**config.mk**
```make
export PLATFORM = sky130hd
export DESIGN_NAME = rv32_instr_fetch
export DESIGN_NICKNAME = d
export VERILOG_FILES = /design/src/rtl/rv32_instr_fetch_pkg.sv /design/src/rtl/rv32_fetch_buffer.sv /design/src/rtl/rv32_instr_fetch_checker.sv /design/src/rtl/rv32_instr_fetch.sv
export SDC_FILE = /design/constraint.sdc
export NUM_CORES = 1
export LEC_CHECK = 0
export CAP_MARGIN = 20
export CELL_PAD_IN_SITES_DETAIL_PLACEMENT = 0
export CELL_PAD_IN_SITES_GLOBAL_PLACEMENT = 2
export CORE_AREA = 2 2 186 188
export CTS_CLUSTER_DIAMETER = 60
export DETAILED_ROUTE_END_ITERATION = 16
export DIE_AREA = 0 0 188 190
export PLACE_DENSITY_LB_ADDON = 0.2
export SETUP_SLACK_MARGIN = 0.05
export SLEW_MARGIN = 10
export SYNTH_ARGS = -nofsm -noshare
export SYNTH_HDL_FRONTEND = slang
export SYNTH_SLANG_ARGS = --single-unit
```
**constraint.sdc**
```tcl
create_clock -name clk -period 5.55 [get_ports clk]
set_input_delay 1.3875 -clock clk [delete_from_list [all_inputs] [get_ports clk]]
set_output_delay 1.3875 -clock clk [all_outputs]
set_load 0.01 [all_outputs]
```
**src/rtl/rv32_instr_fetch_pkg.sv**
```systemverilog
// Shared types for the RV32 fetch stage: instruction word type, the NOP
// presented to decode when nothing valid is available, and the entry format
// carried through the fetch buffer.
package rv32_instr_fetch_pkg;

  typedef logic [31:0] rv_instr_t;

  // addi x0, x0, 0
  localparam rv_instr_t NOP_INSTR = 32'h0000_0013;

  typedef struct packed {
    rv_instr_t   instr;
    logic [31:0] pc;
    logic        err;
  } fetch_entry_t;

  // Clears the two low address bits (no compressed instructions).
  function automatic logic [31:0] word_align(input logic [31:0] addr);
    return addr & 32'hFFFF_FFFC;
  endfunction

endpackage

```
**src/rtl/rv32_fetch_buffer.sv**
```systemverilog
// Small synchronous FIFO of fetch entries between the memory response port
// and the decode-facing output register. Flush empties it and wins over push.
module rv32_fetch_buffer
  import rv32_instr_fetch_pkg::*;
#(
  parameter int  DEPTH = 2,
  localparam int CW    = $clog2(DEPTH + 1),
  localparam int PW    = (DEPTH > 1) ? $clog2(DEPTH) : 1
) (
  input  logic          clk,
  input  logic          resetn,
  input  logic          push,
  input  fetch_entry_t  push_entry,
  input  logic          pop,
  input  logic          flush,
  output fetch_entry_t  head,
  output logic [CW-1:0] count
);

  fetch_entry_t  mem_q [DEPTH];
  logic [PW-1:0] rd_ptr_q, rd_ptr_d;
  logic [PW-1:0] wr_ptr_q, wr_ptr_d;
  logic [CW-1:0] count_q, count_d;
  logic          push_s;
  logic          pop_s;

  function automatic logic [PW-1:0] ptr_inc(input logic [PW-1:0] p);
    if (p == PW'(DEPTH - 1)) begin
      return {PW{1'b0}};
    end else begin
      return p + PW'(1'b1);
    end
  endfunction

  // Pointer and occupancy next-state; a flush discards everything, including a same-cycle push.
  always_comb begin
    push_s   = push && !flush;
    pop_s    = pop && !flush && (count_q != {CW{1'b0}});
    rd_ptr_d = rd_ptr_q;
    wr_ptr_d = wr_ptr_q;
    count_d  = count_q;
    if (flush) begin
      rd_ptr_d = {PW{1'b0}};
      wr_ptr_d = {PW{1'b0}};
      count_d  = {CW{1'b0}};
    end else begin
      if (push_s) begin
        wr_ptr_d = ptr_inc(wr_ptr_q);
      end else begin
        wr_ptr_d = wr_ptr_q;
      end
      if (pop_s) begin
        rd_ptr_d = ptr_inc(rd_ptr_q);
      end else begin
        rd_ptr_d = rd_ptr_q;
      end
      count_d = count_q + CW'(push_s) - CW'(pop_s);
    end
  end

  // Pointer and occupancy registers.
  always_ff @(posedge clk or negedge resetn) begin
    if (!resetn) begin
      rd_ptr_q <= {PW{1'b0}};
      wr_ptr_q <= {PW{1'b0}};
      count_q  <= {CW{1'b0}};
    end else begin
      rd_ptr_q <= rd_ptr_d;
      wr_ptr_q <= wr_ptr_d;
      count_q  <= count_d;
    end
  end

  // Entry storage; contents are only meaningful between the pointers, so no reset.
  always_ff @(posedge clk) begin
    if (push_s) begin
      mem_q[wr_ptr_q] <= push_entry;
    end
  end

  assign head  = mem_q[rd_ptr_q];
  assign count = count_q;

endmodule

```
**src/rtl/rv32_instr_fetch_checker.sv**
```systemverilog
// Protocol checks for the fetch stage: memory must never answer a request that
// was not accepted, and the credit scheme must never overfill the buffer.
module rv32_instr_fetch_checker (
  input logic clk,
  input logic resetn,
  input logic mem_rsp_valid,
  input logic outstanding_zero,
  input logic buf_push,
  input logic buf_pop,
  input logic buf_full
);

  property p_no_orphan_rsp;
    @(posedge clk) disable iff (!resetn) !(mem_rsp_valid && outstanding_zero);
  endproperty

  property p_no_buf_overflow;
    @(posedge clk) disable iff (!resetn) !(buf_push && buf_full && !buf_pop);
  endproperty

  a_no_orphan_rsp:   assert property (p_no_orphan_rsp);
  a_no_buf_overflow: assert property (p_no_buf_overflow);

endmodule

```
**src/rtl/rv32_instr_fetch.sv**
```systemverilog
// RV32 instruction fetch stage. Owns the PC, issues in-order word reads with a
// credit limit of BUF_DEPTH (outstanding + buffered), tags responses with their
// PC, drops responses that belong to a path abandoned by a redirect, and holds
// the registered instruction presented to decode.
module rv32_instr_fetch
  import rv32_instr_fetch_pkg::*;
#(
  parameter logic [31:0] RESET_PC  = 32'h0000_0000,
  parameter int          BUF_DEPTH = 2
) (
  input  logic        clk,
  input  logic        resetn,
  input  logic        redirect_valid,
  input  logic [31:0] redirect_pc,
  input  logic        stall,
  output logic        mem_req_valid,
  input  logic        mem_req_ready,
  output logic [31:0] mem_req_addr,
  input  logic        mem_rsp_valid,
  input  logic [31:0] mem_rsp_data,
  input  logic        mem_rsp_err,
  output logic [31:0] instr,
  output logic [31:0] instr_pc,
  output logic        set_nop,
  output logic        fetch_fault
);

  localparam int          CW      = $clog2(BUF_DEPTH + 1);
  localparam int          PW      = (BUF_DEPTH > 1) ? $clog2(BUF_DEPTH) : 1;
  localparam logic [CW:0] CREDITS = (CW + 1)'(BUF_DEPTH);

  logic [31:0]   pc_q, pc_d;
  logic [CW-1:0] outstanding_q, outstanding_d;
  logic [CW-1:0] drop_cnt_q, drop_cnt_d;
  logic          halted_q, halted_d;
  rv_instr_t     instr_q, instr_d;
  logic [31:0]   instr_pc_q, instr_pc_d;
  logic          set_nop_q, set_nop_d;
  logic          fetch_fault_q, fetch_fault_d;

  logic [31:0]   pc_fifo_q [BUF_DEPTH];
  logic [PW-1:0] pf_wr_q, pf_wr_d;
  logic [PW-1:0] pf_rd_q, pf_rd_d;

  logic [CW:0]   credit_used_s;
  logic          req_valid_s;
  logic          issue_s;
  logic          rsp_accept_s;
  logic          rsp_drop_s;
  logic          buf_push_s;
  logic          buf_pop_s;
  fetch_entry_t  push_entry_s;
  fetch_entry_t  buf_head_s;
  logic [CW-1:0] buf_count_s;

  function automatic logic [PW-1:0] pf_inc(input logic [PW-1:0] p);
    if (p == PW'(BUF_DEPTH - 1)) begin
      return {PW{1'b0}};
    end else begin
      return p + PW'(1'b1);
    end
  endfunction

  rv32_fetch_buffer #(.DEPTH(BUF_DEPTH)) u_buf (
    .clk        (clk),
    .resetn     (resetn),
    .push       (buf_push_s),
    .push_entry (push_entry_s),
    .pop        (buf_pop_s),
    .flush      (redirect_valid),
    .head       (buf_head_s),
    .count      (buf_count_s)
  );

  rv32_instr_fetch_checker u_chk (
    .clk              (clk),
    .resetn           (resetn),
    .mem_rsp_valid    (mem_rsp_valid),
    .outstanding_zero (outstanding_q == {CW{1'b0}}),
    .buf_push         (buf_push_s && !redirect_valid),
    .buf_pop          (buf_pop_s),
    .buf_full         (buf_count_s == CW'(BUF_DEPTH))
  );

  // Request/response handshake decode. The request is held off during reset so
  // memory never sees a valid while the stage is being cleared.
  always_comb begin
    credit_used_s      = {1'b0, outstanding_q} + {1'b0, buf_count_s};
    req_valid_s        = resetn && !halted_q && !redirect_valid && (credit_used_s < CREDITS);
    issue_s            = req_valid_s && mem_req_ready;
    rsp_accept_s       = mem_rsp_valid && (outstanding_q != {CW{1'b0}});
    rsp_drop_s         = rsp_accept_s && (drop_cnt_q != {CW{1'b0}});
    buf_push_s         = rsp_accept_s && !rsp_drop_s;
    buf_pop_s          = !redirect_valid && !stall && (buf_count_s != {CW{1'b0}});
    push_entry_s.instr = mem_rsp_data;
    push_entry_s.pc    = pc_fifo_q[pf_rd_q];
    push_entry_s.err   = mem_rsp_err;
  end

  // PC, counters, halt flag and decode-facing output register next-state.
  // A redirect outranks stall: everything in flight becomes stale and decode sees a NOP.
  always_comb begin
    pc_d          = pc_q;
    outstanding_d = outstanding_q + CW'(issue_s) - CW'(rsp_accept_s);
    drop_cnt_d    = drop_cnt_q;
    halted_d      = halted_q;
    instr_d       = instr_q;
    instr_pc_d    = instr_pc_q;
    set_nop_d     = set_nop_q;
    fetch_fault_d = fetch_fault_q;
    if (redirect_valid) begin
      pc_d          = word_align(redirect_pc);
      drop_cnt_d    = outstanding_d;
      halted_d      = 1'b0;
      instr_d       = NOP_INSTR;
      set_nop_d     = 1'b1;
      fetch_fault_d = 1'b0;
    end else begin
      if (issue_s) begin
        pc_d = pc_q + 32'd4;
      end else begin
        pc_d = pc_q;
      end
      if (rsp_drop_s) begin
        drop_cnt_d = drop_cnt_q - CW'(1'b1);
      end else begin
        drop_cnt_d = drop_cnt_q;
      end
      if (stall) begin
        instr_d = instr_q;
      end else if (buf_pop_s) begin
        instr_d       = buf_head_s.instr;
        instr_pc_d    = buf_head_s.pc;
        set_nop_d     = buf_head_s.err;
        fetch_fault_d = buf_head_s.err;
        halted_d      = halted_q | buf_head_s.err;
      end else begin
        instr_d       = NOP_INSTR;
        set_nop_d     = 1'b1;
        fetch_fault_d = 1'b0;
      end
    end
  end

  // PC FIFO pointers: written at issue, read by every response (dropped ones included).
  always_comb begin
    pf_wr_d = pf_wr_q;
    pf_rd_d = pf_rd_q;
    if (issue_s) begin
      pf_wr_d = pf_inc(pf_wr_q);
    end else begin
      pf_wr_d = pf_wr_q;
    end
    if (rsp_accept_s) begin
      pf_rd_d = pf_inc(pf_rd_q);
    end else begin
      pf_rd_d = pf_rd_q;
    end
  end

  // Stage state registers.
  always_ff @(posedge clk or negedge resetn) begin
    if (!resetn) begin
      pc_q          <= RESET_PC;
      outstanding_q <= {CW{1'b0}};
      drop_cnt_q    <= {CW{1'b0}};
      halted_q      <= 1'b0;
      instr_q       <= NOP_INSTR;
      instr_pc_q    <= 32'h0000_0000;
      set_nop_q     <= 1'b1;
      fetch_fault_q <= 1'b0;
      pf_wr_q       <= {PW{1'b0}};
      pf_rd_q       <= {PW{1'b0}};
    end else begin
      pc_q          <= pc_d;
      outstanding_q <= outstanding_d;
      drop_cnt_q    <= drop_cnt_d;
      halted_q      <= halted_d;
      instr_q       <= instr_d;
      instr_pc_q    <= instr_pc_d;
      set_nop_q     <= set_nop_d;
      fetch_fault_q <= fetch_fault_d;
      pf_wr_q       <= pf_wr_d;
      pf_rd_q       <= pf_rd_d;
    end
  end

  // PC FIFO storage; an entry is read only after it has been written, so no reset.
  always_ff @(posedge clk) begin
    if (issue_s) begin
      pc_fifo_q[pf_wr_q] <= pc_q;
    end
  end

  assign mem_req_valid = req_valid_s;
  assign mem_req_addr  = word_align(pc_q);
  assign instr         = instr_q;
  assign instr_pc      = instr_pc_q;
  assign set_nop       = set_nop_q;
  assign fetch_fault   = fetch_fault_q;

endmodule
```
==> impl_metrics.json, run 1 <==
{
  "flow.area_growth_from_synthesis_pct": 29.25,
  "setup.worst_path.end_class": "primary output",
  "postCtsHoldBufs": 0,
  "switchingPower_w": 0.001696,
  "intPower_w": 0.004691,
  "wire_per_inst_um": 17.73,
  "ff_latch_area_sq_um": 8222,
  "syn-instance-count": 778,
  "final_net_count": 1032,
  "worst_r2r_startpoint": "u_buf.count[0]",
  "critPathMaxFanout": 13,
  "first_iter_violations": 254,
  "power.static_leakage_nw": 5.224,
  "floorplan.die.height_um": 190,
  "clkLatencyLatePin_ps": 500,
  "multi_input_area_sq_um": 2939,
  "die-width_um": 188,
  "pin_count_of_the_biggest_net_entering_global_routing": 67,
  "antenna_found_initial": 0,
  "reg2reg_slack_ps": 2150,
  "power_frac_seq": 0.453,
  "netlist_area_sq_um": 11340,
  "cts_sinks": 291,
  "critPathLaunch": "resetn",
  "totalPowerFinal_w": 0.006387,
  "layoutNonFillerInstCount": 1433,
  "yosys_warnings": 0,
  "worst_r2r_path_depth": 9,
  "place.detailed.hpwl_um": 15610,
  "vias": 6742,
  "avgViaCountPerCell": 4.705,
  "core_occupancy_in_the_finished_layout": 0.4316,
  "n_antenna_cell": 0,
  "critical_path_required_ps": 4160,
  "reg2reg_to": "pc_fifo_q[0][17]",
  "asyncSetResetFlopFracSynth": 0.3608,
  "synth_enable_flop_cells": 186,
  "min_path_type": "flip-flop to flip-flop",
  "drt_drc_violations_left": 0,
  "final_antenna_net_count": 0,
  "crit_end": "mem_req_valid",
  "start_util": 0.3340,
  "sw_frac_of_total": 0.2655,
  "power_density_nw_per_um2": 435.9,
  "grt-ovfl-total": 0,
  "comb_power_share": 0.192,
  "final.period_utilization": 0.7912,
  "numCtsBuffers": 35,
  "maxClockFrequency_mhz": 227.7,
  "hold_ws_ps": 472.6,
  "top_level_ports": 170,
  "synth.yosys.seq_area_share": 0.7249,
  "final_critical_path_required_period_ps": 4391,
  "cts_tree": "built",
  "yosys_cell_types": 49,
  "cts_htree_levels": 2,
  "timing_worst_slew_pin_value_ps": 959.2,
  "worst_clock_skew_ps": 17.31,
  "groute.usage.overall": 0.1434,
  "globalplace.congestion": 0.7196,
  "worstSetupPathType": "input port to primary output",
  "number_of_post_cts_setup_repair_buffers": 0,
  "cts_repair_resize_count": 0,
  "clkPwrFrac": 0.355,
  "io_buffers": 163,
  "cts_root_buffer": "sky130_fd_sc_hd__clkbuf_16",
  "vdd_ir_drop_max_mv": 0.1994,
  "drive_gt1_frac": 0.1176,
  "filler_cell_count": 3070,
  "floorplan.die_area_sq_um": 35720,
  "cts.clk_slew.worst_paths_ps": 60,
  "grt_pass1_wl_um": 39680,
  "slew-limit-headroom": 0.3606,
  "cts.path.max_buffers": 3,
  "final_max_slew_viol_count": 0,
  "vias_in_the_first_global_route": 6757,
  "hold_violations": 0,
  "timing.max_cap.violations": 0,
  "total_detailed_routing_wirelength_um": 25400,
  "status": "complete, no violations",
  "critical_path_arrival_ps": 3000,
  "avgSynthCellArea_sq_um": 14.57,
  "timing.final.setup_violations": 0,
  "cp-start-kind": "input port",
  "timing.setup.tns_ps": 0,
  "place.detailed.instances": 1372,
  "placementRows": 68,
  "setup_repair_after_global_routing_missed_its_margin": "no",
  "placeableCoreArea_sq_um": 33950,
  "ys_dominant_reg_cell": "sky130_fd_sc_hd__edfxtp_1",
  "synth.ff_latch_count": 291,
  "dr.pass1.iters": 4
}
Yosys cell counts, types with 10 or more instances:
library cell / n / share of area
sky130_fd_sc_hd__edfxtp_1: 186 / 0.49
sky130_fd_sc_hd__dfrtp_1: 101 / 0.22
sky130_fd_sc_hd__nand2_1: 95 / 0.031
sky130_fd_sc_hd__o21ai_0: 82 / 0.036
sky130_fd_sc_hd__mux2i_1: 67 / 0.059
sky130_fd_sc_hd__mux2_2: 31 / 0.031
sky130_fd_sc_hd__nor2_1: 28 / 0.0093
sky130_fd_sc_hd__clkbuf_1: 25 / 0.0083
sky130_fd_sc_hd__nand3_1: 14 / 0.0062
sky130_fd_sc_hd__a221o_1: 12 / 0.011
sky130_fd_sc_hd__nand4_1: 11 / 0.0061
sky130_fd_sc_hd__inv_1: 10 / 0.0033
sky130_fd_sc_hd__nor2b_1: 10 / 0.0055
power groups by stage:
stage | Sequential, W | Combinational [W] | Clock [W]
finish | 0.00289 | 0.00122 | 0.00227
detailed placement | 0.00295 | 0.00125 | 0
CTS | 0.00290 | 0.00126 | 0.00233
floorplan | 0.00294 | 0.000587 | 0
global route | 0.00294 | 0.00135 | 0.00243
global placement | 0.00294 | 0.00124 | 0
flip-flops by register name, indices dropped and copies added, names as in the netlist, 2 cells and up:
signal,count
drop_cnt_q,2
instr,32
instr_pc,30
outstanding_q,2
pc_fifo_q,60
pc_q,30
u_buf.count,2
u_buf.mem_q,126
area by class of cell:
class	count	share of cell area
Sequential cell	291	0.5611
Multi-Input combinational cell	438	0.2006
Timing Repair Buffer	178	0.1185
Clock buffer	40	0.06105
Tap cell	455	0.03885
Clock inverter	21	0.01733
Inverter	10	0.002562
metrics by stage:
step / setup slack (ps) / instance area, sq um
3_5_place_dp: 1088 / 13500
2_1_floorplan: 584.8 / 11350
4_1_cts: 1085 / 14650
6_report: 1159 / 14650
3_3_place_gp: 1098 / 13500
5_1_grt: 1002 / 14650
worst max-delay path, stage by stage:
cell,delay [ps]
sky130_fd_sc_hd__buf_4,220
sky130_fd_sc_hd__nor4b_1,580
sky130_fd_sc_hd__nor2b_1,210
sky130_fd_sc_hd__clkdlybuf4s50_1,590
kinds of logic (layout without fill, tap and decap cells):
kind of cell / after synthesis / after routing / share of synthesized area
AND/OR/NAND/NOR: 190 / 190 / 0.07968
multiplexers: 98 / 98 / 0.08995
XOR/XNOR: 9 / 9 / 0.006953
AO/OA/AOI/OAI: 130 / 130 / 0.07030
flip-flops: 291 / 291 / 0.7249
buffers and inverters: 52 / 249 / 0.01953
other: 1 / 4 / 0.0003308
adder cells (fa/ha/maj): 7 / 7 / 0.008387
layer usage:
layer	GRT usage	part of all wire
met1	0.2031	0.48
met2	0.2254	0.46
met3	0.02822	0.044
met4	0.03937	0.020
met5	0	0
worst min path at each step:
stage	endpoint	depth (start not counted)	startpoint
after global placement	instr[31]	2	instr[31]
after global routing	instr_pc[14]	2	instr_pc[14]
final	instr[24]	2	instr[24]
after CTS	instr_pc[28]	2	instr_pc[28]
after floorplan	pf_wr_q	1	pf_wr_q
after detailed placement	instr_pc[28]	2	instr_pc[28]
layout by cell type (no fill, tap or decap), drive strengths merged, types with 3 or more instances in the layout:
master and n:
edfxtp 186, clkdlybuf4s50 161, dfrtp 101, nand2 95
o21ai 82, mux2i 67, clkbuf 40, mux2 31
nor2 28, buf 17, nand3 15, clkinv 14
a221o 12, inv 12, nand4 11, nor2b 10
o311ai 10, a21oi 8, nor4 8, xnor2 7
a22oi 6, ha 6, nand2b 5, bufinv 5
conb 4, dfstp 4, or3 3, o31a 3
and2 3, nor3 3
Power figures use the tool's default switching activity.
==> inputs of run 2 (changes only) <==
==> constraint.sdc (replaced) <==
create_clock -name clk -period 4 [get_ports clk]
set_input_delay 1 -clock clk [delete_from_list [all_inputs] [get_ports clk]]
set_output_delay 1 -clock clk [all_outputs]
set_load 0.01 [all_outputs]
==> run 2 against run 1 <==
Compared with the run above:
- clock power rose by 42%
- highest routed layer unchanged
- die area unchanged
- wire length is 0.12% lower
==> impl_metrics.json, run 2 (synthesized netlist as in run 1, its figures left out) <==
{
  "status": "complete, no violations",
  "groute.usage.overall": 0.1441,
  "vias_in_the_first_global_route": 6816,
  "cts_sinks": 291,
  "worst-path-buf-inv": 2,
  "largest_register_ffs": 126,
  "core_occupancy_in_the_finished_layout": 0.4339,
  "cpLargestDelayFamily": "buffers and inverters",
  "n_antenna_cell": 0,
  "largest-register": "u_buf.mem_q",
  "setup_repair_after_global_routing_missed_its_margin": "no",
  "number_of_post_cts_setup_repair_buffers": 0,
  "switchingPower_w": 0.002327,
  "reg2reg_to": "drop_cnt_q[1]",
  "slew-limit-headroom": 0.3699,
  "reg2reg_slack_ps": 1000,
  "drive_gt1_frac": 0.1180,
  "avgViaCountPerCell": 4.681,
  "min_path_type": "flip-flop to flip-flop",
  "min-delay-start": "instr[25]",
  "timing_worst_slew_pin_value_ps": 945.1,
  "worstHoldPathCells": 2,
  "grt-ovfl-total": 0,
  "dr.pass1.iters": 4,
  "cts_repair_resize_count": 0,
  "power_frac_seq": 0.450,
  "cts_root_buffer": "sky130_fd_sc_hd__clkbuf_16",
  "cts_htree_levels": 2,
  "place.detailed.instances": 1377,
  "vias": 6731,
  "critical_path_arrival_ps": 2650,
  "maxClockFrequency_mhz": 273.6,
  "sw_frac_of_total": 0.2602,
  "clkLatencyLatePin_ps": 500,
  "final_net_count": 1036,
  "layout.cells.most_common": "sky130_fd_sc_hd__edfxtp_1",
  "postCtsHoldBufs": 0,
  "floorplan.die.height_um": 190,
  "drt_drc_violations_left": 0,
  "power.static_leakage_nw": 5.253,
  "place.detailed.hpwl_um": 16020,
  "placeableCoreArea_sq_um": 33950,
  "holdPathEnd": "instr[25]",
  "io_buffers": 163,
  "timing.final.setup_violations": 0,
  "cts.clk_slew.worst_paths_ps": 60,
  "final_antenna_net_count": 0,
  "hold_violations": 0,
  "cts.path.max_buffers": 3,
  "clkPwrFrac": 0.361,
  "final_max_slew_viol_count": 0,
  "timing.setup.tns_ps": 0,
  "start_util": 0.3340,
  "worstSetupPathType": "flip-flop to primary output",
  "cts_tree": "built",
  "floorplan.die_area_sq_um": 35720,
  "worst_r2r_path_depth": 13,
  "crit_path_max_incr_delay_ps": 570,
  "total_detailed_routing_wirelength_um": 25370,
  "worst_clock_skew_ps": 14.91,
  "first_iter_violations": 262,
  "worst_r2r_startpoint": "u_buf.count[0]",
  "final_critical_path_required_period_ps": 3654,
  "top_level_ports": 170,
  "vdd_ir_drop_max_mv": 0.2165,
  "die-width_um": 188,
  "globalplace.congestion": 0.7261,
  "cp-start-kind": "flip-flop",
  "numCtsBuffers": 34,
  "mostFrequentLayoutCells": "sky130_fd_sc_hd__edfxtp_1 (186), sky130_fd_sc_hd__clkdlybuf4s50_1 (161), sky130_fd_sc_hd__dfrtp_1 (100), sky130_fd_sc_hd__nand2_1 (95), sky130_fd_sc_hd__o21ai_0 (81)",
  "power_density_nw_per_um2": 607.2,
  "cpMaxStageDelayCell": "sky130_fd_sc_hd__clkdlybuf4s50_1",
  "final.period_utilization": 0.9136,
  "setup.worst_path.end_class": "primary output",
  "pin_count_of_the_biggest_net_entering_global_routing": 57,
  "intPower_w": 0.006617,
  "comb_power_share": 0.189,
  "critPathMaxFanout": 3,
  "critical_path_required_ps": 3000,
  "antenna_found_initial": 0,
  "timing.max_cap.violations": 0,
  "wire_per_inst_um": 17.64,
  "layoutNonFillerInstCount": 1438,
  "flow.area_growth_from_synthesis_pct": 29.92,
  "grt_pass1_wl_um": 40020,
  "placementRows": 68,
  "crit_chain": "and2_1 > fa_1 > nor4b_1 > buf_4 > nor2b_1 > clkdlybuf4s50_1"
}
## run 2: cell types whose count changed in the layout (fill, tap and decap cells not counted), sizes merged
cell | previous run | this run
clkbuf | 40 | 46
inv | 12 | 13
bufinv | 5 | 6
clkinv | 14 | 5
clkinvlp | 0 | 1
buf | 17 | 22
## run 2: routing by layer
layer,routed length (um),vias to the layer above,global-route usage
met3,1172,32,0.03007
met1,11870,3283,0.1951
met4,417,0,0.03634
met2,11910,172,0.2372
met5,0,-,0
li1,-,3244,-
## run 2: per-stage QoR
step	setup slack [ps]	power [W]	hold slack [ps]	area [sq um]
floorplan	245.8	0.004896	460.4	11360
global placement	651.3	0.005796	459.8	13550
detailed placement	676.0	0.005827	469.1	13560
CTS	288.2	0.009118	482.0	14730
global route	214.0	0.009412	499.0	14730
finish	345.5	0.008944	473.8	14730
## run 2: area by class of cell
class / count / area, sq um
Fill cell: 3072 / 19220
Sequential cell: 291 / 8222
Multi-Input combinational cell: 438 / 2938
Timing Repair Buffer: 183 / 1790
Clock buffer: 46 / 937.1
Tap cell: 455 / 569.3
Clock inverter: 15 / 235.2
Inverter: 10 / 37.54
## run 2: power groups by stage
stage                     Combinational (W)  Clock [W]  Sequential (W)
after global placement              0.00171          0         0.00408
after global routing                0.00187    0.00345         0.00409
after detailed placement            0.00173          0         0.00410
after floorplan                    0.000817          0         0.00408
after CTS                           0.00174    0.00334         0.00404
final                               0.00169    0.00323         0.00403
## run 2: worst register-to-register path, stage by stage, from the launching register on
cell	delay (ps)
sky130_fd_sc_hd__dfrtp_1	420
sky130_fd_sc_hd__and2_1	170
sky130_fd_sc_hd__fa_1	440
sky130_fd_sc_hd__nor4b_1	260
sky130_fd_sc_hd__buf_4	180
sky130_fd_sc_hd__and2_1	140
sky130_fd_sc_hd__inv_1	240
sky130_fd_sc_hd__ha_1	380
sky130_fd_sc_hd__inv_1	40
sky130_fd_sc_hd__ha_1	180
sky130_fd_sc_hd__xnor2_1	160
sky130_fd_sc_hd__xnor2_1	150
sky130_fd_sc_hd__nand2_1	70
sky130_fd_sc_hd__o21ai_0	100
## run 2: worst max path at each step
stage,slack (ps),from,cells after the start,to
after floorplan,250,redirect_valid,6,pc_fifo_q[0][10]
after global placement,650,mem_req_ready,7,pc_q[17]
after detailed placement,680,redirect_valid,10,u_buf.count[1]
after CTS,290,u_buf.count[0],6,mem_req_valid
after global routing,210,u_buf.count[0],6,mem_req_valid
final,350,u_buf.count[0],6,mem_req_valid
==> inputs of run 3 (changes only) <==
--- a/config.mk
+++ b/config.mk
@@ -12,6 +12,7 @@
 export CTS_CLUSTER_DIAMETER = 60
 export DETAILED_ROUTE_END_ITERATION = 16
 export DIE_AREA = 0 0 188 190
+export GPL_ROUTABILITY_DRIVEN = 0
 export PLACE_DENSITY_LB_ADDON = 0.2
 export SETUP_SLACK_MARGIN = 0.05
 export SLEW_MARGIN = 10
==> results of run 3 <==
No change in the layout: final DEF, timing and power equal those of run 2.
